**config.mk**
```make
export PLATFORM = sky130hd
export DESIGN_NAME = load_store_unit
export DESIGN_NICKNAME = d
export VERILOG_FILES = /design/src/rtl/lsu_pkg.sv /design/src/rtl/lsu_align.sv /design/src/rtl/load_store_unit.sv
export SDC_FILE = /design/constraint.sdc
export NUM_CORES = 1
export LEC_CHECK = 0
export ABC_AREA = 1
export CAP_MARGIN = 40
export CORE_AREA = 8 8 120 122
export DETAILED_ROUTE_END_ITERATION = 6
export DIE_AREA = 0 0 128 130
export GPL_ROUTABILITY_DRIVEN = 0
export PLACE_DENSITY = 0.83
export SLEW_MARGIN = 40
export SYNTH_ARGS = -nofsm -noshare
export SYNTH_HDL_FRONTEND = slang
export SYNTH_SLANG_ARGS = --single-unit
```
**constraint.sdc**
```tcl
create_clock -name clock_i -period 5.6 [get_ports clock_i]
set_input_delay 1.68 -clock clock_i [delete_from_list [all_inputs] [get_ports clock_i]]
set_output_delay 1.68 -clock clock_i [all_outputs]
set_load 0.03 [all_outputs]
```
**src/rtl/lsu_pkg.sv**
```systemverilog
// rtl/lsu_pkg.sv - shared types and constants for the load/store unit
// Contents: access-type encoding (funct3), FSM state encoding, default bus
// timeout and the counter-width helper.
package lsu_pkg;

  typedef enum logic [2:0] {
    LS_B  = 3'b000,
    LS_H  = 3'b001,
    LS_W  = 3'b010,
    LS_BU = 3'b100,
    LS_HU = 3'b101
  } ls_type_e;

  typedef enum logic [1:0] {
    IDLE = 2'd0,
    REQ  = 2'd1,
    DONE = 2'd2
  } lsu_state_e;

  localparam int TIMEOUT_DEF = 255;

  // A timeout of 1 would give a zero-width counter; keep at least one bit.
  function automatic int cnt_width(input int timeout);
    return (timeout > 1) ? $clog2(timeout) : 1;
  endfunction

endpackage

```
**src/rtl/lsu_align.sv**
```systemverilog
// rtl/lsu_align.sv - request legality check, store lane/strobe generation, load extraction
// Ports:
//   chk_*  : live decoder request (type, low address bits, rd/wr) -> legal / fault
//   fmt_*  : registered request type and low address bits used for formatting
//   st_data_i / st_data_o, st_be_o : store data replicated across lanes + byte enables
//   ld_raw_i / ld_data_o           : raw bus word -> extracted, extended load value
module lsu_align
  import lsu_pkg::*;
(
  input  logic [2:0]  chk_type_i,
  input  logic [1:0]  chk_off_i,
  input  logic        chk_rd_i,
  input  logic        chk_wr_i,
  output logic        chk_legal_o,
  output logic        chk_fault_o,
  input  logic [2:0]  fmt_type_i,
  input  logic [1:0]  fmt_off_i,
  input  logic [31:0] st_data_i,
  input  logic [31:0] ld_raw_i,
  output logic [31:0] st_data_o,
  output logic [3:0]  st_be_o,
  output logic [31:0] ld_data_o
);

  logic       size_ok;
  logic       store_ok;
  logic [7:0]  ld_byte;
  logic [15:0] ld_half;

  always_comb begin
    size_ok = 1'b0;
    case (chk_type_i)
      LS_B, LS_BU: size_ok = 1'b1;
      LS_H, LS_HU: size_ok = ~chk_off_i[0];
      LS_W:        size_ok = (chk_off_i == 2'b00);
      default:     size_ok = 1'b0;
    endcase
    // Unsigned variants only make sense for loads.
    store_ok    = ~(chk_wr_i & chk_type_i[2]);
    chk_legal_o = (chk_rd_i ^ chk_wr_i) & size_ok & store_ok;
    chk_fault_o = (chk_rd_i | chk_wr_i) & ~chk_legal_o;
  end

  always_comb begin
    st_data_o = st_data_i;
    st_be_o   = 4'b1111;
    case (fmt_type_i)
      LS_B, LS_BU: begin
        st_data_o = {4{st_data_i[7:0]}};
        st_be_o   = 4'b0001 << fmt_off_i;
      end
      LS_H, LS_HU: begin
        st_data_o = {2{st_data_i[15:0]}};
        st_be_o   = 4'b0011 << fmt_off_i;
      end
      default: begin
        st_data_o = st_data_i;
        st_be_o   = 4'b1111;
      end
    endcase
  end

  always_comb begin
    ld_byte   = ld_raw_i[{fmt_off_i, 3'b000} +: 8];
    ld_half   = ld_raw_i[{fmt_off_i[1], 4'b0000} +: 16];
    ld_data_o = ld_raw_i;
    case (fmt_type_i)
      LS_B:    ld_data_o = {{24{ld_byte[7]}}, ld_byte};
      LS_BU:   ld_data_o = {24'h0, ld_byte};
      LS_H:    ld_data_o = {{16{ld_half[15]}}, ld_half};
      LS_HU:   ld_data_o = {16'h0, ld_half};
      default: ld_data_o = ld_raw_i;
    endcase
  end

endmodule

```
**src/rtl/load_store_unit.sv**
```systemverilog
// rtl/load_store_unit.sv - handshaked load/store bus master with core stall
// Ports:
//   clock_i, reset_ni                      : clock, async active-low reset
//   mem_rd_i, mem_wr_i, rd_wr_mem_i        : decoder load/store request and funct3 type
//   addr_i, wdata_i                        : byte address (ALU result), store data
//   stall_o, rdata_o, access_fault_o, bus_err_o : core-side status and load result
//   bus_req_o, bus_we_o, bus_addr_o, bus_wdata_o, bus_be_o : bus request side
//   bus_rdata_i, bus_ack_i                 : bus response side
module load_store_unit
  import lsu_pkg::*;
#(
  parameter int TIMEOUT = TIMEOUT_DEF
) (
  input  logic        clock_i,
  input  logic        reset_ni,
  input  logic        mem_rd_i,
  input  logic        mem_wr_i,
  input  logic [2:0]  rd_wr_mem_i,
  input  logic [31:0] addr_i,
  input  logic [31:0] wdata_i,
  output logic        stall_o,
  output logic [31:0] rdata_o,
  output logic        access_fault_o,
  output logic        bus_err_o,
  output logic        bus_req_o,
  output logic        bus_we_o,
  output logic [31:0] bus_addr_o,
  output logic [31:0] bus_wdata_o,
  output logic [3:0]  bus_be_o,
  input  logic [31:0] bus_rdata_i,
  input  logic        bus_ack_i
);

  localparam int CNT_W = cnt_width(TIMEOUT);
  localparam logic [CNT_W-1:0] CNT_LAST = CNT_W'(TIMEOUT - 1);

  lsu_state_e        state_q, state_d;
  logic [CNT_W-1:0]  cnt_q, cnt_d;
  logic [31:0]       rdata_q, rdata_d;
  logic              err_q, err_d;
  logic [31:0]       addr_q, wdata_q;
  logic [2:0]        type_q;
  logic              we_q;
  logic              capture;
  logic              stall;
  logic              fault;

  logic        chk_legal, chk_fault;
  logic [31:0] st_data, ld_data;
  logic [3:0]  st_be;

  lsu_align u_align (
    .chk_type_i  (rd_wr_mem_i),
    .chk_off_i   (addr_i[1:0]),
    .chk_rd_i    (mem_rd_i),
    .chk_wr_i    (mem_wr_i),
    .chk_legal_o (chk_legal),
    .chk_fault_o (chk_fault),
    .fmt_type_i  (type_q),
    .fmt_off_i   (addr_q[1:0]),
    .st_data_i   (wdata_q),
    .ld_raw_i    (bus_rdata_i),
    .st_data_o   (st_data),
    .st_be_o     (st_be),
    .ld_data_o   (ld_data)
  );

  always_ff @(posedge clock_i or negedge reset_ni) begin
    if (!reset_ni) begin
      state_q <= IDLE;
      cnt_q   <= '0;
      rdata_q <= '0;
      err_q   <= 1'b0;
      addr_q  <= '0;
      wdata_q <= '0;
      type_q  <= '0;
      we_q    <= 1'b0;
    end else begin
      state_q <= state_d;
      cnt_q   <= cnt_d;
      rdata_q <= rdata_d;
      err_q   <= err_d;
      if (capture) begin
        addr_q  <= addr_i;
        wdata_q <= wdata_i;
        type_q  <= rd_wr_mem_i;
        we_q    <= mem_wr_i;
      end
    end
  end

  always_comb begin
    state_d = state_q;
    cnt_d   = cnt_q;
    rdata_d = rdata_q;
    err_d   = err_q;
    capture = 1'b0;
    stall   = 1'b0;
    fault   = 1'b0;
    case (state_q)
      IDLE: begin
        if (chk_legal) begin
          stall   = 1'b1;
          capture = 1'b1;
          cnt_d   = '0;
          err_d   = 1'b0;
          state_d = REQ;
        end else begin
          fault = chk_fault;
        end
      end
      REQ: begin
        stall = 1'b1;
        if (bus_ack_i) begin
          // Stores have nothing to return; keep rdata quiet for them.
          rdata_d = we_q ? 32'h0 : ld_data;
          err_d   = 1'b0;
          state_d = DONE;
        end else if (cnt_q == CNT_LAST) begin
          rdata_d = 32'h0;
          err_d   = 1'b1;
          state_d = DONE;
        end else begin
          cnt_d = cnt_q + CNT_W'(1);
        end
      end
      DONE: begin
        cnt_d   = '0;
        err_d   = 1'b0;
        state_d = IDLE;
      end
      default: state_d = IDLE;
    endcase
  end

  // Combinational status is gated by reset so every output is 0 while held.
  assign stall_o        = reset_ni & stall;
  assign access_fault_o = reset_ni & fault;
  assign rdata_o        = (state_q == DONE) ? rdata_q : 32'h0;
  assign bus_err_o      = (state_q == DONE) & err_q;

  assign bus_req_o   = (state_q == REQ);
  assign bus_we_o    = bus_req_o & we_q;
  assign bus_addr_o  = bus_req_o ? {addr_q[31:2], 2'b00} : 32'h0;
  assign bus_wdata_o = bus_req_o ? st_data : 32'h0;
  assign bus_be_o    = bus_req_o ? st_be : 4'h0;

endmodule

```
Yosys cells after proc, flatten, opt, wreduce, memory -nomap -nowiden
Index checks and enable logic that the tools add are counted.
{"block": "classes", "addsub": 1, "eq_ne": 14, "shifts": 4, "muxes": 28, "n_bitwise": 13, "n_reduce_logical": 14}
{"operator": "32-bit two-way mux", "count": 6}
{"operator": "32-bit case mux with 4 select lines", "count": 1}
{"operator": "32-bit case mux with 2 select lines", "count": 1}
{"operator": "32-bit by 6-bit variable part select with 16-bit output", "count": 1}
{"operator": "32-bit by 6-bit variable part select with 8-bit output", "count": 1}
{"operator": "8-bit two-way mux", "count": 3}
{"operator": "8-bit case mux with 3 select lines", "count": 1}
{"operator": "3-bit == test, second input constant", "count": 4}
{"operator": "8-bit by 1-bit adder with 8-bit output, second input constant", "count": 1}
{"operator": "1-bit AND", "count": 8}
{"operator": "8-bit == test, second input constant", "count": 1}
{"operator": "4-bit case mux with 2 select lines", "count": 1}
{"operator": "2-bit OR reduction", "count": 4}
{"operator": "1-bit two-way mux", "count": 7}
{"operator": "3-bit by 1-bit == test with 1-bit output, second input constant", "count": 2}
{"operator": "3-bit zero test", "count": 2}
{"operator": "2-bit two-way mux", "count": 3}
{"operator": "2-bit inequality test, second input constant", "count": 3}
{"operator": "1-bit case mux with 3 select lines", "count": 2}
{"operator": "2-bit zero test", "count": 2}
{"operator": "4-bit two-way mux", "count": 1}
{"operator": "2-bit case mux with 2 select lines", "count": 1}
{"operator": "2-bit AND reduction", "count": 2}
{"operator": "4-bit AND reduction", "count": 1}
{"operator": "13 further kinds", "count": 15}
{"block": "word_totals", "register_bits": 111, "in_bits": 104, "output_inout_bits": 105, "elab_cells": 82}

Longest topological paths before layout
Gate-level depths: netlist of run 1.
{"block": "logic_depth", "ltp_word": 10, "mapped_depth": 11, "depth_no_buf": 10}

Cells and area by module
A second synthesis of run 1 with hierarchy kept.
{"block": "unflattened", "hier_cells": 883, "hier_area_um2": 6915.4}
{"module": "load_store_unit", "instances": 1, "cells_per_inst": 591, "area_each_um2": 5406.4, "seq_area_each_um2": 2777.7}
{"module": "lsu_align", "instances": 1, "cells_per_inst": 292, "area_each_um2": 1508.9, "seq_area_each_um2": 0.0}

Worst setup path before layout of run 1
No wires, ideal clock.
{"block": "synth_timing", "path_kind": "in2out", "startpoint": "input mem_wr_i", "endpoint": "output stall_o", "arrival_time_ns": 3.120, "t_required_ns": 3.920, "slack_ns": 0.800, "path_stages": 7, "n_path_buf": 2, "path_cell_list": "inv_1 -> ha_1 -> a21boi_0 -> nand3_1 -> buf_2 -> buf_2 -> a21oi_1"}
{"block": "synth_via", "elab_chain_len": 6, "word_cells_on_any_way": 8, "cone_classes": "mux (2); bitwise (6)"}
{"element": "start, declared", "line": "load_store_unit.sv:17", "rtl": "input logic mem_wr_i,"}
{"element": "1-bit XOR or 1-bit AND (tied branches)", "line": "lsu_align.sv:40, lsu_align.sv:39"}
{"element": "1-bit AND or 1-bit NOT (tied branches)", "line": "lsu_align.sv:40, lsu_align.sv:39"}
{"element": "1-bit AND *", "line": "lsu_align.sv:40", "rtl": "chk_legal_o = (chk_rd_i ^ chk_wr_i) & size_ok & store_ok;"}
{"element": "1-bit two-way mux *", "line": "load_store_unit.sv:102", "rtl": "if (chk_legal) begin"}
{"element": "1-bit case mux with 2 select lines *", "line": "load_store_unit.sv:100", "rtl": "case (state_q)"}
{"element": "1-bit AND *", "line": "load_store_unit.sv:137", "rtl": "assign stall_o = reset_ni & stall;"}
{"element": "end, declared", "line": "load_store_unit.sv:21", "rtl": "output logic stall_o,"}
Mark *: on every way between the ends. The rest lies on a longest branch, timed or not.

Worst setup path in the final report of run 1
{"block": "layout_timing", "startpoint": "input mem_wr_i", "endpoint": "output access_fault_o"}
{"block": "layout_via", "elab_chain_len": 8, "word_cells_on_any_way": 11, "cone_classes": "mux (2); bitwise (9)"}
{"element": "1-bit XOR or 1-bit AND (tied branches)", "line": "lsu_align.sv:40, lsu_align.sv:39"}
{"element": "1-bit AND or 1-bit NOT (tied branches)", "line": "lsu_align.sv:40, lsu_align.sv:39"}
{"element": "1-bit AND", "line": "lsu_align.sv:40"}
{"element": "1-bit NOT", "line": "lsu_align.sv:41", "rtl": "chk_fault_o = (chk_rd_i | chk_wr_i) & ~chk_legal_o;"}
{"element": "1-bit AND", "line": "lsu_align.sv:41"}
{"element": "1-bit two-way mux *", "line": "load_store_unit.sv:102"}
{"element": "1-bit two-way mux *", "line": "load_store_unit.sv:100"}
{"element": "1-bit AND *", "line": "load_store_unit.sv:138", "rtl": "assign access_fault_o = reset_ni & fault;"}
{"element": "end, declared", "line": "load_store_unit.sv:23", "rtl": "output logic access_fault_o,"}
Marked as above.

==> results of run 1 <==
==> final cells by class <==
cell class | instances | area share (%)
clock inverter | 4 | 0.264
multi-input combinational | 594 | 31.0
tap | 172 | 2.52
sequential | 111 | 32.6
inverter | 136 | 5.98
timing repair buffer | 212 | 24.8
clock buffer | 11 | 2.85
==> cell families after synthesis <==
family	count (synthesis)	synth area share [%]
other	1	0.0610
flip-flops	111	45.1
buffers and inverters	183	12.2
XOR/XNOR	1	0.142
AO/OA/AOI/OAI	138	11.7
AND/OR/NAND/NOR	450	30.1
adder cells (fa/ha/maj)	3	0.610
==> worst max path at each step <==
stage              from             end
2_1_floorplan  mem_wr_i         stall_o
3_3_place_gp   mem_wr_i  access_fault_o
6_report       mem_wr_i  access_fault_o
3_5_place_dp   mem_wr_i  access_fault_o
4_1_cts        mem_wr_i  access_fault_o
5_1_grt        mem_wr_i  access_fault_o
==> power breakdown <==
part	total (W)	switching (W)	internal, W
clock network	0.000600	0.000290	0.000310
logic	0.00135	0.000840	0.000507
registers	0.00127	0.000189	0.00108
==> metal layers <==
metal	vias to the layer above	track usage (%)	wire (um)
met4	0	7.48	312
met1	2820	28.1	7850
li1	3054	-	-
met5	-	0	0
met2	210	35.6	8660
met3	22	8.73	1910
==> metrics by stage <==
stage               hold slack [ns]  total power, W  util [%]  worst slack, ns
floorplan                     0.442         0.00214         -            0.800
global placement              0.455         0.00259      66.5            0.557
detailed placement            0.468         0.00262      66.5            0.510
CTS                           0.485         0.00322      68.7            0.508
global route                  0.507         0.00343      68.7            0.388
finish                        0.480         0.00321      68.7            0.499
==> worst reg2reg max path: stages, from the launching register on <==
cell	delay, ns
dfrtp_1	0.58
inv_2	0.45
nand2_1	0.41
inv_2	0.31
nand2_1	0.22
o211ai_1	0.25
nand2_1	0.08
nand2_1	0.06
==> sequential cells by signal, summed over array words and instances (netlist names) <==
register,count
addr_q,32
cnt_q,8
err_q,1
rdata_q,32
state_q,2
type_q,3
wdata_q,32
we_q,1
==> synthesized netlist by cell type (all sizes together) <==
cell type,instances
a21boi,2
a21oi,68
buf,30
clkbuf,17
conb,1
dfrtp,111
ha,3
inv,136
nand2,221
nand3,25
nand4,7
nor2,189
nor3,6
o211ai,6
o21ai,54
o22ai,8
or2,2
xnor2,1
==> summary.md, run 1 <==
| Metric | Value |
|---|---|
| Outcome | complete, no violations |
| Post-Synthesis Cell Area | 6150 um^2 |
| Period minus WS final | around 5.1 ns |
| Post-DP Area | approximately 8300 um^2 |
| Nets@finish | ~1,200 |
| Worst-path cell chain | clkdlybuf4s50_1 > inv_1 > ha_1 > a21boi_0 > nand2_1 > nand2_1 > nor3_1 > buf_12 |
| Clock buffer count from CTS | 9 |
| Yosys warns | 0 |
| Worst reg2reg path depth | 7 |
| Vias in the first global route | slightly below 6,000 |
| P_leak | around 4.2 nW |
| Largest net degree at the start of global routing | 96 |
| FMAX | ~200 MHz |
| Crit path top cell by count | nand2_1 |
| Netlist cell types | 26 |
| Peak VDD IR | between 200 and 250 uV |
| H-tree depth | 3 |
| Crit path capture type | output port |
| Dpl hpwl | 13.7 mm |
| CP arrival | roughly 3.4 ns |
| Post-Layout Cell Count | 1,240 |
| RSZ-0062 raised after global routing | no |
| Ratio of cells with drive above 1 in the final layout | 5.81% |
| Root Buffer | clkbuf_16 |
| Final Cell Area | about 8500 um^2 |
| WL/cell | 15.1 um |
| Routed WL | 18.7 mm |
| Initial antenna violation count | 0 |
| Stages on worst setup path | 8 |
| Worst r2r dst | rdata_q[4] |
| GRT Residual Overflow | 0 |
| Multi-input gate area | roughly 2600 um^2 |
| CTS tree | yes |
| Ant diodes | 0 |
| Setup TNS Final | 0 ns |
| HP Class | register to register |
| Port-buffer cells | ~200 |
| DRC | 0 |
| Sequential Area | 2780 um^2 |
| Via count | around 6,100 |
| Layout area overhead | 38.7% |
| Final ANT Viol Nets | 0 |
| CP max FO | 6 |
| Pre-Repair DR Iteration Count | 5 |
| Synth Area per Inst | 6.94 um^2 |
| Largest delay contributor family on the critical path | buffers and inverters |
| Pwr dens | 377 nW/um^2 |
| Max-cap violations | 0 |
| Hold Path Stages | 2 |
| Cells after synthesis | ~890 |
| Number of post-CTS setup repair buffers | 0 |
| Startpoint of the worst hold path | wdata_q[18] |
| Slew Viols, Final | 0 |
| R2r startpoint | type_q[1] |
| CTS clk-pin slew, worst paths | approximately 0.070 ns |
| Vert. Die Dim | about 130 um |
| Setup CP Type | primary input to output port |
| Die area | between 15,000 and 20,000 um^2 |
| Commonest cells after routing, fill and taps aside | clkdlybuf4s50_1, nand2_1, nor2_1 |
| Worst Tran Pin Value | 0.827 ns |
| Cts repair resizes | 0 |
| I/O pin cnt | 209 |
| Final Cycle Share | roughly nine tenths |
| Final hold violations | 0 |
| Synth area leaders | dfrtp_1, nand2_1, nor2_1, inv_1, a21oi_1 |
| Worst path required time | 3.92 ns |
| Worst Skew | 0.00517 ns |
| Setup slack, reg-to-reg | 3.18 ns |
| CP peak stage delay | roughly 0.47 ns |
| Post-synthesis sequential area ratio | a little under half |
| Commonest non-fill, non-tap cell in the layout | clkdlybuf4s50_1 |
| Final setup viols | 0 |
| Total GRT Usage | between 20% and 30% |
| Filler Cell Count | roughly 1,100 |
| Starting density of the core | about half |
| Yosys reg bits | approximately 110 |
| Initial DRC Count | 515 |
| Crit path buf inv count | 3 |
| Std cell rows | 41 |
| Worst skew pair latency | 0.35 ns |
| Worst Hold Endpoint | wdata_q[18] |
| DP Cell Count | 1,225 |
| DIE WIDTH | around 130 um |
| Global-route wire length before repair | between 20 and 30 mm |
| Hold_buf cts | 0 |
| Crit-path slowest cell | clkdlybuf4s50_1 |
| Startpoint Class | primary input |
| Sink Count | 111 |
| Area share of the largest cell type after synthesis | a little under half |
| CORE AREA | between 10,000 and 15,000 um^2 |
| Drt via density | between 4 and 5 |
| Slew margin rel. | between 40% and 50% |
| Area leader, netlist | dfrtp_1 |
| Clock Path Buffers | 2 |
Power figures use the tool's default switching activity.
==> run 2, diff against run 1 <==
Settings changed: ABC_CLOCK_PERIOD_IN_PS set to 5600, HOLD_SLACK_MARGIN set to 0.08, MAX_ROUTING_LAYER set to met4.
==> run 2 against run 1 <==
Utilization unchanged. Combinational power about the same. Global-route usage up 0.66 points. Final cell count unchanged. Setup slack better by 0.0082 ns. Clock power about the same. Via count up 0.70%. Sequential cell count unchanged. Clock-buffer cell count unchanged. Critical path type unchanged. Power about the same. Wire length down 0.14%. Sequential power about the same.
==> summary.md, run 2 (synthesized netlist as in run 1, its figures left out) <==
| Metric | Value |
|---|---|
| Ratio of cells with drive above 1 in the final layout | under 10% |
| Via count | roughly 6,100 |
| Crit path buf inv count | 3 |
| Drt via density | ~5.0 |
| CP max FO | 6 |
| WL/cell | 15.1 um |
| CORE AREA | 12,400 um^2 |
| FMAX | approximately 200 MHz |
| Peak VDD IR | 215 uV |
| Final Cycle Share | about nine tenths |
| Period minus WS final | between 5 and 6 ns |
| Setup TNS Final | 0 ns |
| Final setup viols | 0 |
| P_leak | between 4 and 5 nW |
| HP Class | register to register |
| Outcome | complete, no violations |
| Final hold violations | 0 |
| Vias in the first global route | between 5,000 and 6,000 |
| RSZ-0062 raised after global routing | no |
| Clock buffer count from CTS | 9 |
| Worst path required time | 3.92 ns |
| Worst skew pair latency | about 0.35 ns |
| Final ANT Viol Nets | 0 |
| Final Total Pwr | roughly 0.0032 W |
| Ant diodes | 0 |
| Std cell rows | 41 |
| Starting density of the core | between 40% and 50% |
| Commonest cells after routing, fill and taps aside | clkdlybuf4s50_1, nand2_1, nor2_1 |
| CP arrival | roughly 3.4 ns |
| CP peak stage delay | approximately 0.47 ns |
| Cts repair resizes | 0 |
| Dpl hpwl | ~14 mm |
| Slew margin rel. | roughly 46% |
| Hold_buf cts | 0 |
| Met2 GRT Util | between 30% and 40% |
| Setup slack, reg-to-reg | around 3.2 ns |
| Sink Count | 111 |
| Hold Path Stages | 2 |
| Clock Path Buffers | 2 |
| Vert. Die Dim | between 100 and 150 um |
| Routed WL | about 19 mm |
| Worst reg2reg path depth | 7 |
| DIE WIDTH | around 130 um |
| Crit-path slowest cell | clkdlybuf4s50_1 |
| Pwr dens | 376 nW/um^2 |
| Die area | between 15,000 and 20,000 um^2 |
| Largest net degree at the start of global routing | 96 |
| Filler Cell Count | roughly 1,100 |
| Startpoint of the worst hold path | wdata_q[18] |
| Pre-Repair DR Iteration Count | 5 |
| CTS clk-pin slew, worst paths | 0.07 ns |
| Worst r2r dst | rdata_q[4] |
| Initial antenna violation count | 0 |
| Worst Hold Endpoint | wdata_q[18] |
| Worst-path cell chain | clkdlybuf4s50_1 > inv_1 > ha_1 > a21boi_0 > nand2_1 > nand2_1 > nor3_1 > buf_12 |
| Crit path top cell by count | nand2_1 |
| Largest registers | addr_q (32), rdata_q (32), wdata_q (32) |
| Met1 Track Usage GR | between 20% and 30% |
| Worst Tran Pin Value | roughly 0.81 ns |
| GR peak layer | met2 |
| Commonest non-fill, non-tap cell in the layout | clkdlybuf4s50_1 |
| Port-buffer cells | 206 |
| Crit path capture type | output port |
| Startpoint Class | primary input |
| Slew Viols, Final | 0 |
| H-tree depth | 3 |
| Global-route wire length before repair | ~30 mm |
| R2r startpoint | type_q[1] |
| Max-cap violations | 0 |
| Initial DRC Count | 488 |
| GRT Residual Overflow | 0 |
| Worst Skew | roughly 0.0057 ns |
| Largest delay contributor family on the critical path | buffers and inverters |
| DRC | 0 |
| Total GRT Usage | approximately a quarter |
| Layout area overhead | 38.7% |
| I/O pin cnt | between 200 and 250 |
| Root Buffer | clkbuf_16 |
| Nets@finish | approximately 1,200 |
| GRT met3 Usage | 7.67% |
| CTS tree | yes |
| Setup CP Type | primary input to output port |
| Number of post-CTS setup repair buffers | 0 |
[run 2: worst max path at each step]
stage,cells past startpoint,startpoint,slack (ns),to
3_3_place_gp,8,mem_wr_i,0.56,access_fault_o
6_report,8,mem_wr_i,0.51,access_fault_o
3_5_place_dp,8,mem_wr_i,0.51,access_fault_o
5_1_grt,8,mem_wr_i,0.39,access_fault_o
4_1_cts,8,mem_wr_i,0.51,access_fault_o
2_1_floorplan,7,mem_wr_i,0.80,stall_o
[run 2: worst register-to-register path, delay by kind of cell, from the launching register on]
| family | cells | cell delay [ns] |
|---|---|---|
| AO/OA/AOI/OAI | 1 | 0.24 |
| buffers and inverters | 2 | 0.76 |
| AND/OR/NAND/NOR | 4 | 0.78 |
| flip-flops | 1 | 0.57 |
[run 2: stage by stage]
stage / setup slack (ns) / utilization, % / hold slack, ns / instance area, um^2 / cells
6_report: 0.507 / 68.7 / 0.485 / 8530 / 1240
5_1_grt: 0.388 / 68.7 / 0.507 / 8530 / 1240
4_1_cts: 0.508 / 68.7 / 0.485 / 8520 / 1240
3_5_place_dp: 0.510 / 66.5 / 0.468 / 8260 / 1225
3_3_place_gp: 0.557 / 66.5 / 0.455 / 8250 / 1225
2_1_floorplan: 0.800 / - / 0.442 / 6160 / 888
[run 2: area by class of cell]
cell class	instances	area [um^2]	share of cell area (%)
sequential	111	2780	32.6
multi-input combinational	594	2640	31.0
timing repair buffer	212	2120	24.8
inverter	136	510	5.98
clock buffer	11	243	2.85
tap	172	215	2.52
clock inverter	4	22.5	0.264
[run 2: per-layer routing]
metal  up-vias  wire length (um)
li1       3055                 -
met2       240              8730
met1      2833              7900
met3        21              1780
met4         0               299
met5         -                 0
[run 2: where the power goes]
part           internal, W  total [W]  leakage (nW)  switching [W]
Sequential         0.00108    0.00127          1.35       0.000188
Combinational     0.000507    0.00135          2.77       0.000838
Clock             0.000310   0.000600         0.131       0.000290
Total              0.00189    0.00321          4.25        0.00132
==> run 3, diff against run 2 <==
Settings changed: SLEW_MARGIN 40 to 20.
==> run 3 against run 2 <==
Utilization rose by 1.0 points. Final cell count up 0.32%. Hold slack worse by 0.0015 ns. Critical path depth unchanged. Maximum frequency hardly changed. Die area is the same. Clock power rose by 18%. Sequential cell count did not move. Wire length increased by 1.7%. Global-route usage increased by 0.65 points. Register-to-register slack better by 0.03 ns. Largest cell class unchanged.
==> summary.md, run 3 (synthesized netlist as in run 1, its figures left out) <==
| Metric | Value |
|---|---|
| Setup CP Type | primary input to output port |
| Initial antenna violation count | 0 |
| Peak VDD IR | 178 uV |
| RSZ-0062 raised after global routing | no |
| Clock buffer count from CTS | 9 |
| Sink Count | 111 |
| Final setup viols | 0 |
| Largest delay contributor family on the critical path | buffers and inverters |
| Final Cell Area | 8660 um^2 |
| Worst Hold Endpoint | rdata_q[3] |
| H-tree depth | 3 |
| Sw power | ~0.0013 W |
| Clock power share | 21.2% |
| GRT Residual Overflow | 0 |
| Ratio of cells with drive above 1 in the final layout | under 10% |
| Final Cycle Share | between 90% and 100% |
| Hold_buf cts | 0 |
| CP arrival | roughly 3.4 ns |
| Startpoint Class | primary input |
| Worst Setup Slack, final | between 0.5 and 0.6 ns |
| Pre-Repair DR Iteration Count | 7 |
| WL/cell | 15.3 um |
| Worst reg2reg path depth | 7 |
| Setup WS pre-CTS | 0.512 ns |
| Slew margin rel. | about 44% |
| Ant diodes | 0 |
| Comb power frac | approximately two fifths |
| Crit path capture type | output port |
| Port-buffer cells | between 200 and 250 |
| CORE AREA | ~12,000 um^2 |
| Cts repair resizes | 0 |
| Worst path required time | slightly below 4 ns |
| CP peak stage delay | approximately 0.47 ns |
| Commonest non-fill, non-tap cell in the layout | clkdlybuf4s50_1 |
| Largest registers | addr_q (32), rdata_q (32), wdata_q (32) |
| Max-cap violations | 0 |
| HP Class | register to register |
| Startpoint of the worst hold path | rdata_q[3] |
| Layout area overhead | 40.7% |
| Power share of the sequential group | roughly two fifths |
| CP max FO | 6 |
| DIE WIDTH | roughly 130 um |
| Pwr dens | slightly below 400 nW/um^2 |
| Dpl hpwl | between 10 and 15 mm |
| Hold Path Stages | 2 |
| Outcome | complete, no violations |
| Final ANT Viol Nets | 0 |
| Period minus WS final | between 5 and 6 ns |
| Worst Tran Pin Value | around 0.84 ns |
| Crit-path slowest cell | clkdlybuf4s50_1 |
| CTS clk-pin slew, worst paths | 0.07 ns |
| I/O pin cnt | approximately 210 |
| Slew Viols, Final | 0 |
| Setup TNS Final | 0 ns |
| Initial DRC Count | ~600 |
| Root Buffer | clkbuf_16 |
| Global-route wire length before repair | around 31 mm |
| Worst Skew | 0.00711 ns |
| Nets@finish | 1,174 |
| FMAX | 196 MHz |
| P_leak | 4.31 nW |
| Starting density of the core | between 40% and 50% |
| Total GRT Usage | between 20% and 30% |
| Crit path buf inv count | 3 |
| Vert. Die Dim | 130 um |
| Post-DP Area | around 8300 um^2 |
| Number of post-CTS setup repair buffers | 0 |
| Via count | just over 6,000 |
| Worst-path cell chain | clkdlybuf4s50_1 > inv_1 > ha_1 > a21boi_0 > nand2_1 > nand2_1 > nor3_1 > buf_12 |
| Worst r2r dst | rdata_q[4] |
| Setup slack, reg-to-reg | 3.21 ns |
| Internal power | approximately 0.0020 W |
| Die area | 16,600 um^2 |
| Final hold violations | 0 |
| R2r startpoint | type_q[1] |
| Commonest cells after routing, fill and taps aside | clkdlybuf4s50_1, nand2_1, nor2_1 |
| Largest net degree at the start of global routing | 96 |
| Drt via density | just under 5 |
| DRC | 0 |
| Crit path top cell by count | nand2_1 |
| Vias in the first global route | just over 6,000 |
| Routed WL | 19.0 mm |
| CTS tree | yes |
| Std cell rows | 41 |
| Sw frac | between 40 and 50% |
| Clock Path Buffers | 2 |
| Worst skew pair latency | roughly 0.35 ns |
## run 3: changes by cell type in the layout (fill, tap and decap cells not counted), sizes merged
cell	delta
clkinv	-1
bufinv	+2
inv	+2
clkbuf	-1
clkinvlp	-1
buf	+3
## run 3: worst max-delay path by stage
stage | from | end | slack [ns] | cells after the start
6_report | mem_wr_i | access_fault_o | 0.50 | 8
5_1_grt | mem_wr_i | access_fault_o | 0.37 | 8
4_1_cts | mem_wr_i | access_fault_o | 0.51 | 8
3_5_place_dp | mem_wr_i | access_fault_o | 0.51 | 8
3_3_place_gp | mem_wr_i | access_fault_o | 0.56 | 8
2_1_floorplan | mem_wr_i | stall_o | 0.80 | 7
## run 3: power groups by stage
stage	clock, W	sequential (W)	combinational (W)
3_5_place_dp	0	0.00127	0.00135
6_report	0.000708	0.00127	0.00136
4_1_cts	0.000724	0.00127	0.00136
5_1_grt	0.000756	0.00130	0.00151
3_3_place_gp	0	0.00126	0.00132
2_1_floorplan	0	0.00120	0.000940
## run 3: metal layers
layer	part of all wire, %	routed length, um	track usage [%]
met1	42	7990	30.1
met2	48	9090	37.3
met3	9.1	1740	7.22
met4	1.1	205	5.80
met5	0	0	-
## run 3: area by class of cell
class                      instances  area, um^2
timing repair buffer             215        2190
sequential                       111        2780
multi-input combinational        594        2640
inverter                         136         510
tap                              172         215
fill                            1063        3760
clock buffer                      10         239
clock inverter                     6        91.3
## run 3: worst min-delay path: cells and delay by family (launching register included)
family	cells	cell delay, ns
flops	1	0.35
simple gates	2	0.10
## run 3: through the flow
| step | instances | util (%) | hold slack (ns) | total power, W |
|---|---|---|---|---|
| global route | 1244 | 69.7 | 0.506 | 0.00357 |
| floorplan | 888 | - | 0.442 | 0.00214 |
| global placement | 1225 | 66.5 | 0.455 | 0.00259 |
| finish | 1244 | 69.7 | 0.484 | 0.00333 |
| CTS | 1242 | 69.4 | 0.486 | 0.00335 |
| detailed placement | 1226 | 66.7 | 0.469 | 0.00262 |
